`src/rtl/display_scan_ctrl.sv`:
```
// Purpose: scans NUM_DIGITS BCD digits onto one shared 7-seg decoder with guard gaps, frame snapshot and blink.
// Latency: all outputs registered; en sampled at edge N drives the first guard slot from edge N+1.
// Backpressure: none; en=0 darkens the display on the next clock and clears the scan position.
module display_scan_ctrl #(
  parameter int unsigned NUM_DIGITS   = 6,
  parameter int unsigned SCAN_DIV     = 50000,
  parameter int unsigned GUARD_CYC    = 8,
  parameter int unsigned BLINK_FRAMES = 64
) (
  input  logic                    clk,
  input  logic                    rst_n,
  input  logic                    en,
  input  logic [4*NUM_DIGITS-1:0] digits_in,
  input  logic [NUM_DIGITS-1:0]   blink_mask,
  input  logic                    lz_en,
  output logic [3:0]              dec_code,
  output logic [NUM_DIGITS-1:0]   dig_sel,
  output logic                    frame_tick,
  output logic                    blink_phase
);

  localparam int unsigned CW = (SCAN_DIV > 1)     ? $clog2(SCAN_DIV)     : 1;
  localparam int unsigned IW = (NUM_DIGITS > 1)   ? $clog2(NUM_DIGITS)   : 1;
  localparam int unsigned BW = (BLINK_FRAMES > 1) ? $clog2(BLINK_FRAMES) : 1;

  typedef enum logic [1:0] {
    S_OFF   = 2'd0,
    S_GUARD = 2'd1,
    S_DRIVE = 2'd2
  } state_t;

  state_t                         state, n_state;
  logic [CW-1:0]                  cnt, n_cnt;
  logic [IW-1:0]                  idx, n_idx;
  logic [BW-1:0]                  bcnt, n_bcnt;
  logic                           n_phase;
  logic [NUM_DIGITS-1:0][3:0]     snap, n_snap;
  logic                           n_tick;
  logic [NUM_DIGITS-1:0]          n_sel;
  logic [3:0]                     n_code;
  logic [3:0]                     n_digit;

  // Next scan position, snapshot and blink state; outputs are derived from the
  // next-state values so the registered outputs always line up with the state.
  always_comb begin
    n_state = state;
    n_cnt   = cnt;
    n_idx   = idx;
    n_bcnt  = bcnt;
    n_phase = blink_phase;
    n_snap  = snap;
    n_tick  = 1'b0;
    n_sel   = '1;
    n_code  = 4'hF;
    n_digit = 4'h0;

    if (state == S_OFF) begin
      if (en) begin
        n_state = S_GUARD;
        n_cnt   = '0;
        n_idx   = '0;
        n_snap  = digits_in;
      end
    end else if (!en) begin
      // Partial frame is abandoned silently; blink_phase keeps its value.
      n_state = S_OFF;
      n_cnt   = '0;
      n_idx   = '0;
      n_bcnt  = '0;
    end else begin
      if (cnt == CW'(SCAN_DIV - 1)) begin
        n_cnt = '0;
        if (idx == IW'(NUM_DIGITS - 1)) begin
          // Frame boundary: the only point where digits and blink phase may change.
          n_idx  = '0;
          n_tick = 1'b1;
          n_snap = digits_in;
          if (bcnt == BW'(BLINK_FRAMES - 1)) begin
            n_bcnt  = '0;
            n_phase = ~blink_phase;
          end else begin
            n_bcnt = bcnt + 1'b1;
          end
        end else begin
          n_idx = idx + 1'b1;
        end
      end else begin
        n_cnt = cnt + 1'b1;
      end
      n_state = (n_cnt < CW'(GUARD_CYC)) ? S_GUARD : S_DRIVE;
    end

    if (n_state == S_DRIVE) begin
      n_sel   = ~(NUM_DIGITS'(1) << n_idx);
      n_digit = n_snap[n_idx];
      if ((n_phase && blink_mask[n_idx]) ||
          (lz_en && (n_idx == IW'(NUM_DIGITS - 1)) && (n_digit == 4'h0))) begin
        n_code = 4'hF;
      end else begin
        n_code = n_digit;
      end
    end
  end

  // State, counters, snapshot and registered outputs.
  always_ff @(posedge clk or negedge rst_n) begin
    if (!rst_n) begin
      state       <= S_OFF;
      cnt         <= '0;
      idx         <= '0;
      bcnt        <= '0;
      snap        <= '0;
      blink_phase <= 1'b0;
      frame_tick  <= 1'b0;
      dig_sel     <= '1;
      dec_code    <= 4'hF;
    end else begin
      state       <= n_state;
      cnt         <= n_cnt;
      idx         <= n_idx;
      bcnt        <= n_bcnt;
      snap        <= n_snap;
      blink_phase <= n_phase;
      frame_tick  <= n_tick;
      dig_sel     <= n_sel;
      dec_code    <= n_code;
    end
  end

endmodule

```
`config.mk`:
```
export PLATFORM = sky130hd
export DESIGN_NAME = display_scan_ctrl
export DESIGN_NICKNAME = d
export VERILOG_FILES = /design/src/rtl/display_scan_ctrl.sv
export SDC_FILE = /design/constraint.sdc
export NUM_CORES = 1
export LEC_CHECK = 0
export ABC_AREA = 1
export BUFFER_PORTS_ARGS = -buffer_cell sky130_fd_sc_hd__buf_2
export CORE_MARGIN = 3
export CORE_UTILIZATION = 60
export CTS_BUF_LIST = sky130_fd_sc_hd__clkbuf_8
export DETAILED_ROUTE_END_ITERATION = 6
export GPL_ROUTABILITY_DRIVEN = 0
export PLACE_DENSITY = 0.89
export SYNTH_ARGS = -nofsm -noshare
export SYNTH_HDL_FRONTEND = slang
export SYNTH_SLANG_ARGS = --single-unit
```
`constraint.sdc`:
```
create_clock -name clk -period 2.55 [get_ports clk]
set_input_delay 0 -clock clk [delete_from_list [all_inputs] [get_ports clk]]
set_output_delay 0 -clock clk [all_outputs]
set_load 0.005 [all_outputs]
```
=== Word-level counts from Yosys, hierarchy flattened ===
Index checks and enable logic that the tools add are counted.

* Add/subtract/negate cells: 3
* Magnitude comparators: 2
* Equality and inequality tests: 8
* Shift-type cells: 1
* Muxes and demuxes: 40
* Bitwise gates (word level): 3
* Reduce and logical (&&, ||, !) cells: 7

{| class="wikitable"
|+ Operators by type and width
! operator !! number
|-
| $mux 24 || 5
|-
| $mux 16 || 6
|-
| $mux 6 || 5
|-
| $add 16x1->16 const B || 1
|-
| $eq 16x16->1 const B || 1
|-
| $lt 16x4->1 const B || 1
|-
| $mux 3 || 5
|-
| $bmux 4 s3 || 1
|-
| $mux 4 || 3
|-
| $mux 1 || 10
|-
| $mux 2 || 4
|-
| $add 6x1->6 const B || 1
|-
| $eq 3x3->1 const B || 2
|-
| $eq 6x6->1 const B || 1
|-
| $not 6->6 || 1
|-
| $shl 1x3->6 const A || 1
|-
| $logic_not 4->1 || 1
|-
| $lt 3x4->1 const B || 1
|-
| $ne 2x1->1 const B || 2
|-
| $add 3x1->3 const B || 1
|-
| $bmux 1 s3 || 1
|-
| $logic_and 1x1->1 || 3
|-
| $reduce_and 3->1 || 1
|-
| $eq 2x2->1 const B || 1
|-
| 4 further kinds || 5
|}

* Flip-flop bits (word level): 63
* Output and inout bits: 12
* Logic and storage cells: 78

=== Logic depth before layout (Yosys ltp) ===
Gate-level depths: netlist (run 1).

* Word-level depth: 12
* Mapped depth: 18
* Mapped depth without buffers: 17

=== Least setup slack after synthesis (run 1) ===
Ideal clock, no wire load.

* Path type: reg2reg
* Start point: register cnt[0]
* End point: register dec_code[3]
* Library setup time: 0.083 ns
* Arrival time: 1.984 ns
* Data required time: 2.467 ns
* Slack: 0.482 ns
* Stages on the path, launching flop included: 16
* Period minus slack after synthesis: 2.068 ns
* Cell sequence: dfrtp_1 > ha_1 > nand3_4 > nor2_4 > and2_4 > nor2_2 > clkinv_1 > nand2_4 > buf_6 > nand2_1 > nand3_2 > nor2_1 > a21oi_2 > inv_1 > nor2_2 > nand3_1

* Longest elaborated chain between the ends: 11

{| class="wikitable"
|+ RTL lines
! item !! line !! text
|-
| start, declared || 33 || <nowiki>logic [CW-1:0] cnt, n_cnt;</nowiki>
|-
| start signal, assigned || 119 || <nowiki>cnt <= n_cnt;</nowiki>
|-
| branches (longest 10 deep; another with $add 16x1->16) || -- ||
|-
| $mux 4 * || 93 || <nowiki>if (n_state == S_DRIVE) begin</nowiki>
|-
| named net n_code[3] || 40 || <nowiki>logic [3:0] n_code;</nowiki>
|-
| end signal, assigned || 126 || <nowiki>dec_code <= n_code;</nowiki>
|-
| end, declared || 16 || <nowiki>output logic [3:0] dec_code,</nowiki>
|}

Mark *: on every way through the listed nets, which the timed path passes. The select of a mux whose other input is x is not followed.
A chain may end at the register's enable or synchronous reset.

==> reports/results.tsv, run 1 <==
stage	metric	value	unit
timing	Final Hold Fails	0	
drt	Final ANT Viol Nets	0	
grt	grt ovf	0	
drt	DRT Pass-1 Iters	5	
timing	Tmin final	2.314	ns
power_and_ir_drop	Power Density	516.0	nW/um^2
timing	Setup Skew	0.006929	ns
worst_setup_path	Crit-path slowest cell	dfrtp_2	
drt	wire length per cell	13.82	um
synthesis	flops & latches, synth	63	
synthesis	Mapped Cells	451	
timing	slew at the pin closest to its max-slew limit	0.7070	ns
floorplanning	I/O pin total	46	
floorplanning	die area	6887	sq um
clock_network	H-tree Lvls	3	
worst_setup_path	required time of the critical path	2.83	ns
clock_network	Num CTS Buffers	9	
clock_network	clk buf depth	2	
clock_network	CTS tree	built	
floorplanning	core box area	5608	sq um
worst_setup_path	CP most frequent cell	nand2_1	
synthesis	yosys warns	0	
worst_setup_path	CP endpoint kind	flop	
timing	RSZ-0062 raised after global routing	no	
finish	Seq. cell area	1590	sq um
synthesis	Area contributors post-synth	dfrtp_1 (37%), nand2_1 (14%), dfstp_2 (7.4%)	
synthesis	syn nets	487	
timing	Final setup viols	0	
min_path	hold endpoint	snap[20]$_DFF_PN0_	
min_path	hold depth	5	
timing	Slew headroom	52.87	%
synthesis	Post-Syn Area	3556	sq um
flow_run	total of max-cap violations	0	
worst_setup_path	Startpoint Class	flop	
finish	n_diodes	0	
worst_setup_path	Buf+Inv Stages, Crit Path	1	
drt	1st-iter DRT viols	185	
worst_setup_path	r2r endpoint	dec_code[3]$_DFF_PN1_	
floorplanning	Starting Density	63.41	%
timing	setup TNS	0	ns
worst_setup_path	Max FO, Critical Path	17	
outcome	status	completed	
worst_setup_path	critical path's largest stage delay	0.42	ns
synthesis	ys flop type	dfrtp_1	
grt	global-route wire length before repair	14.22	mm
timing	Slew Limit Fails	0	
clock_network	Clk Latency, worst-skew pair	0.35	ns
synthesis	Post-synth EDFFs	0	
clock_network	CTS root buf	clkbuf_8	
floorplanning	row count	27	
worst_setup_path	critical path class	flop to flop	
min_path	worst hold path class	primary input to flop	
finish	Area Growth Syn to Fin	19.25	%
clock_network	register clock-pin slew on the reported worst setup and hold paths	0.07	ns
finish	nets	560	
synthesis	cell taking the most area after synthesis	dfrtp_1	
timing	Final period util	90.73	%
drt	DR vias	3271	
worst_setup_path	Worst EP arrival	2.59	ns
placed_design	Port Buffer Count	45	
timing	max frequency	432.2	MHz
clock_network	clk sinks	63	
floorplanning	Die W	82.99	um
power_and_ir_drop	Power Total	2.188	mW
synthesis	post-synthesis sequential area ratio	44.69	%
drt	post-DR vias/cell	5.443	
grt	vias in the first global route	3291	
worst_setup_path	Worst R2R Path Depth	16	
synthesis	top cell type's share of synthesized area	37.30	%
finish	layout cell share with drive strength beyond 1	23.44	%
worst_setup_path	R2R setup slack	0.24	ns
synthesis	post-synthesis cell type count	41	
synthesis	syn avg cell area	7.885	sq um
drt	DRC viols	0	
power_and_ir_drop	Static Leak	2.007	nW
grt	total track usage	25.10	%
worst_setup_path	critical path's top delay family	simple AND/OR/NAND/NOR gates	
worst_setup_path	Worst R2R Start	cnt[0]$_DFFE_PN0P_	
placed_design	final HPWL from detailed placement	5.861	mm
drt	WL final	8.304	mm
min_path	Worst Hold Launch	digits_in[20]	
power_and_ir_drop	peak supply drop	0.0003400	V
worst_setup_path	Cell Chain, Critical Path	ha_1 > nand3_4 > nor2_4 > nand3_4 > buf_4 > nand3_1 > nand2_1 > nand2_1 > nand2_1 > nand2_1 > nand2_1 > nand2_1 > nand2_1 > nor2_2 > nand3_2 > nand3_1	
floorplanning	die height	82.99	um
finish	fill count	385	
finish	area occupied by multi-input gates	1655	sq um
grt	initial antenna violation count	0	
synthesis	Synth async-reset ratio	100.0	%
grt	largest net degree at the start of global routing	33	
[Yosys cell counts, types with 8 or more instances]
cell and count:
nand2_1 135, nand3_1 41, inv_1 51, xor2_1 8, nor2_1 33, o22ai_1 13, nor2_2 10, o21ai_0 14
dfstp_2 10, nand4_1 15, nand2_2 8, dfrtp_1 53
[state kept, by name (all words and copies together), names as in the netlist]
signal and cells:
idx 3, snap 24, blink_phase 1, dec_code 4, cnt 16, frame_tick 1
state 2, bcnt 6, dig_sel 6
[where the power goes]
group	switching [mW]	internal, mW
Clock	0.389	0.395
Sequential	0.0283	1.07
Combinational	0.183	0.120
[logic make-up after synthesis]
family                   Yosys count  synth area share, %
buffers and inverters             71                9.008
AND/OR/NAND/NOR                  266                36.07
AO/OA/AOI/OAI                     40                7.319
XOR/XNOR                           9                2.217
adder cells (fa/ha/maj)            2               0.7036
flip-flops                        63                44.69
[metrics by stage]
stage	cells	instance area, sq um	worst slack [ns]	util, %	hold WS (ns)
2_1_floorplan	451	3556	0.4825	-	-0.2956
3_3_place_gp	561	3824	0.3670	68.18	0.07381
3_5_place_dp	561	3824	0.2212	68.18	0.08584
4_1_cts	597	4200	0.1824	74.90	0.009319
5_1_grt	601	4240	0.04747	75.61	0.03333
6_report	601	4240	0.2363	75.61	0.01653
[worst min-delay path, stage by stage]
cell	delay, ns
buf_2	0.07
inv_1	0.03
nand2_1	0.05
o21ai_0	0.11
inv_1	0.07
[final cells by class]
cell class / count / share of cell area, %
clock buffer: 11 / 3.570
tap: 72 / 2.125
multi-input combinational: 317 / 39.04
timing repair buffer: 73 / 11.74
sequential: 63 / 37.50
clock inverter: 5 / 0.5901
inverter: 60 / 5.429
[timing repair]
| item | 4_1_cts | 5_1_grt |
|---|---|---|
| endpoints found under the hold margin | 40 | 0 |
| setup endpoints to repair | 0 | 4 |
| buffers inserted | 0 | 4 |
| hold buffers | 20 | 0 |
| gates resized for setup | 0 | 2 |
[layout by cell type (no fill, tap or decap), types with 7 or more instances in the layout]
| cell | n |
|---|---|
| o21ai_0 | 14 |
| clkbuf_8 | 11 |
| o22ai_1 | 13 |
| buf_2 | 45 |
| dfstp_2 | 10 |
| nand2_1 | 135 |
| xor2_1 | 8 |
| nand4_1 | 15 |
| nand2_2 | 8 |
| inv_2 | 7 |
| inv_1 | 53 |
| dfrtp_1 | 52 |
| nor2_1 | 33 |
| buf_4 | 7 |
| nand3_1 | 41 |
| dlygate4sd3_1 | 20 |
| nor2_2 | 10 |
[how the worst max path moves through the flow]
stage                       endpoint               start  cells past startpoint
2_1_floorplan  dec_code[3]$_DFF_PN1_  cnt[0]$_DFFE_PN0P_                     15
3_3_place_gp   dec_code[1]$_DFF_PN1_  cnt[0]$_DFFE_PN0P_                     12
4_1_cts        dec_code[3]$_DFF_PN1_  cnt[0]$_DFFE_PN0P_                     15
3_5_place_dp   dec_code[3]$_DFF_PN1_  cnt[0]$_DFFE_PN0P_                     15
6_report       dec_code[3]$_DFF_PN1_  cnt[0]$_DFFE_PN0P_                     16
5_1_grt        dec_code[3]$_DFF_PN1_  cnt[0]$_DFFE_PN0P_                     15
[layer usage]
metal  wire (um)  GRT usage [%]  vias up
met2        4138          43.44      126
met4         284          13.37        0
met5           0              0        -
met3         489          4.167       23
met1        3391          29.73     1523
li1            -              -     1599
(Power assumes the default switching activity.)
==> inputs of run 2 (changes only) <==
REMOVE_ABC_BUFFERS = 1   (was default)
==> run 2 against run 1 <==
- worst hold slack got worse by 0.0040 ns
- sequential power hardly changed
- utilization is 0.067 points lower
- register-to-register slack got worse by 0.08 ns
- critical path depth fell by 2
- worst setup slack worse by 0.079 ns
- clock power decreased by 3.7%
- total power is 1.2% lower
- first-iteration DRC count is 24% higher
- non-clock buffer count grew 1
- wire length rose by 0.26%
- final cell count rose by 0.17%
- largest cell class unchanged
==> reports/results.tsv, run 2 (same netlist as run 1, synthesis figures left out) <==
stage	metric	value	unit
clock_network	register clock-pin slew on the reported worst setup and hold paths	0.07	ns
worst_setup_path	R2R setup slack	0.16	ns
floorplanning	I/O pin total	46	
grt	grt ovf	0	
placed_design	final HPWL from detailed placement	5.818	mm
placed_design	Port Buffer Count	45	
finish	n_diodes	0	
worst_setup_path	Cell Chain, Critical Path	ha_1 > nand3_4 > inv_1 > nand2_1 > nor2_1 > nand2_1 > nand2_1 > nand3_1 > nand2_1 > nor2_1 > nand3b_1 > nand2_2 > nor2_1 > nand3_1	
drt	post-DR vias/cell	5.385	
finish	Util after Layout	75.55	%
timing	Final Hold Fails	0	
finish	nets	561	
min_path	hold depth	5	
worst_setup_path	CP endpoint kind	flop	
clock_network	setup bufs post-CTS	0	
timing	max frequency	417.9	MHz
drt	DRC viols	0	
clock_network	PostCTS Resize Cnt	0	
drt	Final ANT Viol Nets	0	
finish	fill count	422	
drt	DRT Pass-1 Iters	5	
placed_design	placed inst area	3839	sq um
worst_setup_path	crit path launch	cnt[0]$_DFFE_PN0P_	
timing	Setup Skew	0.01151	ns
timing	WHS	0.01251	ns
finish	commonest non-fill, non-tap cell in the layout	nand2_1	
worst_setup_path	CP most frequent cell	nand2_1	
timing	RSZ-0062 raised after global routing	no	
finish	most frequent cells in the layout	nand2_1 (135), inv_1 (53), dfrtp_1 (53)	
drt	DR vias	3242	
clock_network	Num CTS Buffers	9	
finish	final instance area	4237	sq um
drt	1st-iter DRT viols	229	
floorplanning	Die W	82.99	um
worst_setup_path	Worst EP arrival	2.65	ns
min_path	Worst Hold Launch	digits_in[17]	
worst_setup_path	Crit-path slowest cell	dfrtp_1	
flow_run	total of max-cap violations	0	
clock_network	clk buf depth	2	
min_path	worst hold path class	primary input to flop	
finish	Largest Register	snap	
power_and_ir_drop	clock share of power	34.9	%
finish	Area Growth Syn to Fin	19.14	%
worst_setup_path	Worst R2R Path Depth	14	
placed_design	Cell Count Post-Placement	563	
outcome	status	completed	
power_and_ir_drop	switching power	0.5991	mW
worst_setup_path	Startpoint Class	flop	
timing	Slew headroom	53.42	%
power_and_ir_drop	Sw Ratio	27.73	%
finish	top flop regs	snap x24, cnt x16	
worst_setup_path	Worst R2R Start	cnt[0]$_DFFE_PN0P_	
power_and_ir_drop	Power Density	510.1	nW/um^2
timing	Final period util	93.85	%
clock_network	CTS tree	built	
power_and_ir_drop	P_int	1.562	mW
floorplanning	die area	6887	sq um
clock_network	Clk Latency, worst-skew pair	0.36	ns
finish	Largest register FFs	24	
clock_network	H-tree Lvls	3	
power_and_ir_drop	sequential share of power	51.0	%
timing	Tmin final	2.393	ns
timing	Final setup viols	0	
grt	largest net degree at the start of global routing	34	
timing	slew at the pin closest to its max-slew limit	0.6987	ns
worst_setup_path	critical path class	flop to flop	
power_and_ir_drop	combinational fraction of design power	14.1	%
grt	global-route wire length before repair	14.43	mm
floorplanning	die height	82.99	um
floorplanning	core box area	5608	sq um
worst_setup_path	critical path's largest stage delay	0.43	ns
grt	vias in the first global route	3294	
drt	wire length per cell	13.83	um
power_and_ir_drop	Static Leak	2.005	nW
timing	Slew Limit Fails	0	
drt	WL final	8.326	mm
finish	Post-Layout Cell Count	602	
worst_setup_path	Max FO, Critical Path	6	
clock_network	CTS root buf	clkbuf_8	
grt	initial antenna violation count	0	
worst_setup_path	required time of the critical path	2.81	ns
grt	total track usage	25.87	%
power_and_ir_drop	peak supply drop	0.0004612	V
floorplanning	row count	27	
finish	layout cell share with drive strength beyond 1	22.83	%
timing	setup TNS	0	ns
clock_network	clk sinks	63	
floorplanning	Starting Density	63.41	%
## run 2: final timing paths
| path | endpoint |
|---|---|
| worst max-delay path | dig_sel[2]$_DFF_PN1_ |
| worst min-delay path | snap[17]$_DFF_PN0_ |
| worst max register to register | dig_sel[2]$_DFF_PN1_ |
| worst min register to register | snap[22]$_DFF_PN0_ |
| max in group asynchronous | snap[20]$_DFF_PN0_ |
| min in group asynchronous | cnt[4]$_DFFE_PN0P_ |
## run 2: final cells by class
type	count	area, sq um	share of cell area, %
clock buffer	10	137.6	3.249
clock inverter	6	30.03	0.7088
inverter	60	230.2	5.434
multi-input combinational	317	1647	38.87
sequential	63	1589	37.51
tap	72	90.09	2.126
timing repair buffer	74	513.0	12.11
## run 2: power groups by stage
| stage | clock network, mW | registers (mW) | logic [mW] |
|---|---|---|---|
| finish | 0.755 | 1.10 | 0.304 |
| CTS | 0.756 | 1.10 | 0.301 |
| floorplan | 0 | 1.11 | 0.176 |
| global route | 0.819 | 1.11 | 0.344 |
| global placement | 0 | 1.11 | 0.265 |
| detailed placement | 0 | 1.12 | 0.272 |
## run 2: per-stage QoR
step                worst slack [ns]  power (mW)
floorplan                     0.4355       1.287
global placement              0.3699       1.379
detailed placement            0.2717       1.392
CTS                           0.2324       2.160
global route                 0.01029       2.274
finish                        0.1569       2.161
## run 2: critical path, delay by kind of cell (launching register included)
kind	cells	cell delay, ns
adder cells (fa/ha/maj)	1	0.26
AND/OR/NAND/NOR	12	1.46
flip-flops	1	0.43
buffers and inverters	1	0.14
## run 2: timing repair
| action | CTS | global route |
|---|---|---|
| endpoints found under the hold margin | 42 | 0 |
| hold buffers | 23 | 0 |
| endpoints found under the setup margin | 0 | 0 |
## run 2: per-layer routing
metal	track usage, %	routed length [um]	vias up
met4	11.29	225	0
met5	0	0	-
li1	-	-	1598
met2	45.12	4156	108
met3	5.060	430	24
met1	30.92	3512	1512
==> inputs of run 3 (changes only) <==
--- a/config.mk
+++ b/config.mk
@@ -14,2 +14,3 @@
 export GPL_ROUTABILITY_DRIVEN = 0
+export MAX_ROUTING_LAYER = met4
 export PLACE_DENSITY = 0.89
@@ -19 +20,2 @@
 export SYNTH_SLANG_ARGS = --single-unit
+export TNS_END_PERCENT = 1
--- a/constraint.sdc
+++ b/constraint.sdc
@@ -3,2 +3,2 @@
 set_output_delay 0 -clock clk [all_outputs]
-set_load 0.005 [all_outputs]
+set_load 0.01 [all_outputs]
==> run 3 against run 2 <==
- wire length is 0.48% lower
- worst setup slack gained 0.0056 ns
- critical path depth is the same
- clock skew shrank 0.0014 ns
- final area did not move
- utilization unchanged
- worst hold slack improved by 0.0032 ns
- non-clock buffer count unchanged
- clock power down 0.5%
- largest power group unchanged
==> reports/results.tsv, run 3 (same netlist as run 1, synthesis figures left out) <==
stage	metric	value	unit
clock_network	setup bufs post-CTS	0	
floorplanning	row count	27	
floorplanning	Die W	82.99	um
timing	slew at the pin closest to its max-slew limit	0.6918	ns
power_and_ir_drop	Sw Ratio	27.61	%
timing	Final setup viols	0	
flow_run	total of max-cap violations	0	
finish	Largest register FFs	24	
worst_setup_path	Worst EP arrival	2.64	ns
timing	Setup Skew	0.01016	ns
grt	grt ovf	0	
grt	global-route wire length before repair	14.43	mm
outcome	status	completed	
floorplanning	core box area	5608	sq um
clock_network	clk buf depth	2	
power_and_ir_drop	switching power	0.5956	mW
clock_network	register clock-pin slew on the reported worst setup and hold paths	0.07	ns
finish	most frequent cells in the layout	nand2_1 (135), inv_1 (53), dfrtp_1 (53)	
power_and_ir_drop	clock share of power	34.8	%
power_and_ir_drop	Static Leak	2.005	nW
placed_design	Port Buffer Count	45	
floorplanning	I/O pin total	46	
worst_setup_path	critical path class	flop to flop	
finish	Largest Register	snap	
timing	max frequency	418.8	MHz
worst_setup_path	Max FO, Critical Path	6	
timing	RSZ-0062 raised after global routing	no	
floorplanning	Starting Density	63.41	%
drt	Final ANT Viol Nets	0	
finish	n_diodes	0	
timing	setup TNS	0	ns
worst_setup_path	CP endpoint kind	flop	
clock_network	Clk Latency, worst-skew pair	0.35	ns
worst_setup_path	Startpoint Class	flop	
clock_network	CTS tree	built	
drt	post-DR vias/cell	5.414	
timing	Final Hold Fails	0	
drt	1st-iter DRT viols	262	
drt	WL final	8.286	mm
power_and_ir_drop	Power Density	509.2	nW/um^2
power_and_ir_drop	P_int	1.562	mW
worst_setup_path	required time of the critical path	2.81	ns
worst_setup_path	Crit-path slowest cell	dfrtp_1	
min_path	worst hold path class	primary input to flop	
drt	DR vias	3259	
grt	largest net degree at the start of global routing	34	
finish	commonest non-fill, non-tap cell in the layout	nand2_1	
worst_setup_path	critical path's largest stage delay	0.43	ns
finish	top flop regs	snap x24, cnt x16	
timing	min setup slack post-route	0.1625	ns
floorplanning	die area	6887	sq um
power_and_ir_drop	peak supply drop	0.0004560	V
drt	DRT Pass-1 Iters	5	
grt	vias in the first global route	3303	
placed_design	DP Worst Slack	0.2717	ns
timing	Slew Limit Fails	0	
placed_design	final HPWL from detailed placement	5.818	mm
finish	Area Growth Syn to Fin	19.14	%
timing	Slew headroom	53.88	%
clock_network	CTS root buf	clkbuf_8	
worst_setup_path	Cell Chain, Critical Path	ha_1 > nand3_4 > inv_1 > nand2_1 > nor2_1 > nand2_1 > nand2_1 > nand3_1 > nand2_1 > nor2_1 > nand3b_1 > nand2_2 > nor2_1 > nand3_1	
grt	total track usage	26.55	%
power_and_ir_drop	combinational fraction of design power	14.1	%
clock_network	Num CTS Buffers	9	
worst_setup_path	CP most frequent cell	nand2_1	
drt	DRC viols	0	
drt	wire length per cell	13.76	um
finish	nets	561	
power_and_ir_drop	Power Total	2.157	mW
floorplanning	die height	82.99	um
finish	layout cell share with drive strength beyond 1	22.83	%
grt	initial antenna violation count	0	
finish	Util after Layout	75.55	%
timing	Tmin final	2.387	ns
power_and_ir_drop	sequential share of power	51.1	%
clock_network	clk sinks	63	
clock_network	H-tree Lvls	3	
timing	Final period util	93.63	%
==> run 3: critical path, delay by kind of cell (launching register included) <==
family,cells,cell delay [ns]
adder cells (fa/ha/maj),1,0.26
buffers and inverters,1,0.14
AND/OR/NAND/NOR,12,1.46
flip-flops,1,0.43
==> run 3: stage by stage <==
step,area (sq um),hold slack [ns],std cells
after floorplan,3466,-0.2956,440
after global placement,3839,0.07620,563
after detailed placement,3839,0.07692,563
after CTS,4237,0.003782,602
after global routing,4237,0.03803,602
final,4237,0.01573,602
==> run 3: worst paths after layout <==
| check | start | end | slack, ns | cells past startpoint |
|---|---|---|---|---|
| min in group asynchronous | rst_n | cnt[4]$_DFFE_PN0P_ | 0.22 | 2 |
| setup / recovery | cnt[0]$_DFFE_PN0P_ | dig_sel[2]$_DFF_PN1_ | 0.16 | 14 |
| setup reg to reg | cnt[0]$_DFFE_PN0P_ | dig_sel[2]$_DFF_PN1_ | 0.16 | 14 |
| hold / removal | digits_in[17] | snap[17]$_DFF_PN0_ | 0.02 | 5 |
| hold reg to reg | snap[22]$_DFF_PN0_ | snap[22]$_DFF_PN0_ | 0.50 | 2 |
| max in group asynchronous | rst_n | snap[20]$_DFF_PN0_ | 1.72 | 3 |
==> run 3: what timing repair did <==
action                                 CTS  global route
hold buffers                            23             0
resized for setup                        0             0
endpoints found under the hold margin   42             0
==> run 3: metal layers <==
layer / share of wire (%) / GRT usage [%] / wire length (um)
met5: 0 / - / 0
met4: 2.7 / 10.40 / 224
met2: 50 / 45.04 / 4157
met3: 6.3 / 5.258 / 524
met1: 41 / 31.05 / 3380
==> run 3: area by class of cell <==
| type | count | area, sq um |
|---|---|---|
| clock buffer | 10 | 137.6 |
| clock inverter | 6 | 30.03 |
| fill | 422 | 1371 |
| inverter | 60 | 230.2 |
| multi-input combinational | 317 | 1647 |
| sequential | 63 | 1589 |
| tap | 72 | 90.09 |
| timing repair buffer | 74 | 513.0 |
==> run 3: power groups by stage <==
| stage | clock network [mW] | logic (mW) | registers [mW] |
|---|---|---|---|
| after floorplan | 0 | 0.176 | 1.11 |
| after global placement | 0 | 0.265 | 1.11 |
| after global routing | 0.818 | 0.344 | 1.11 |
| after detailed placement | 0 | 0.272 | 1.12 |
| after CTS | 0.756 | 0.301 | 1.10 |
| final | 0.751 | 0.303 | 1.10 |
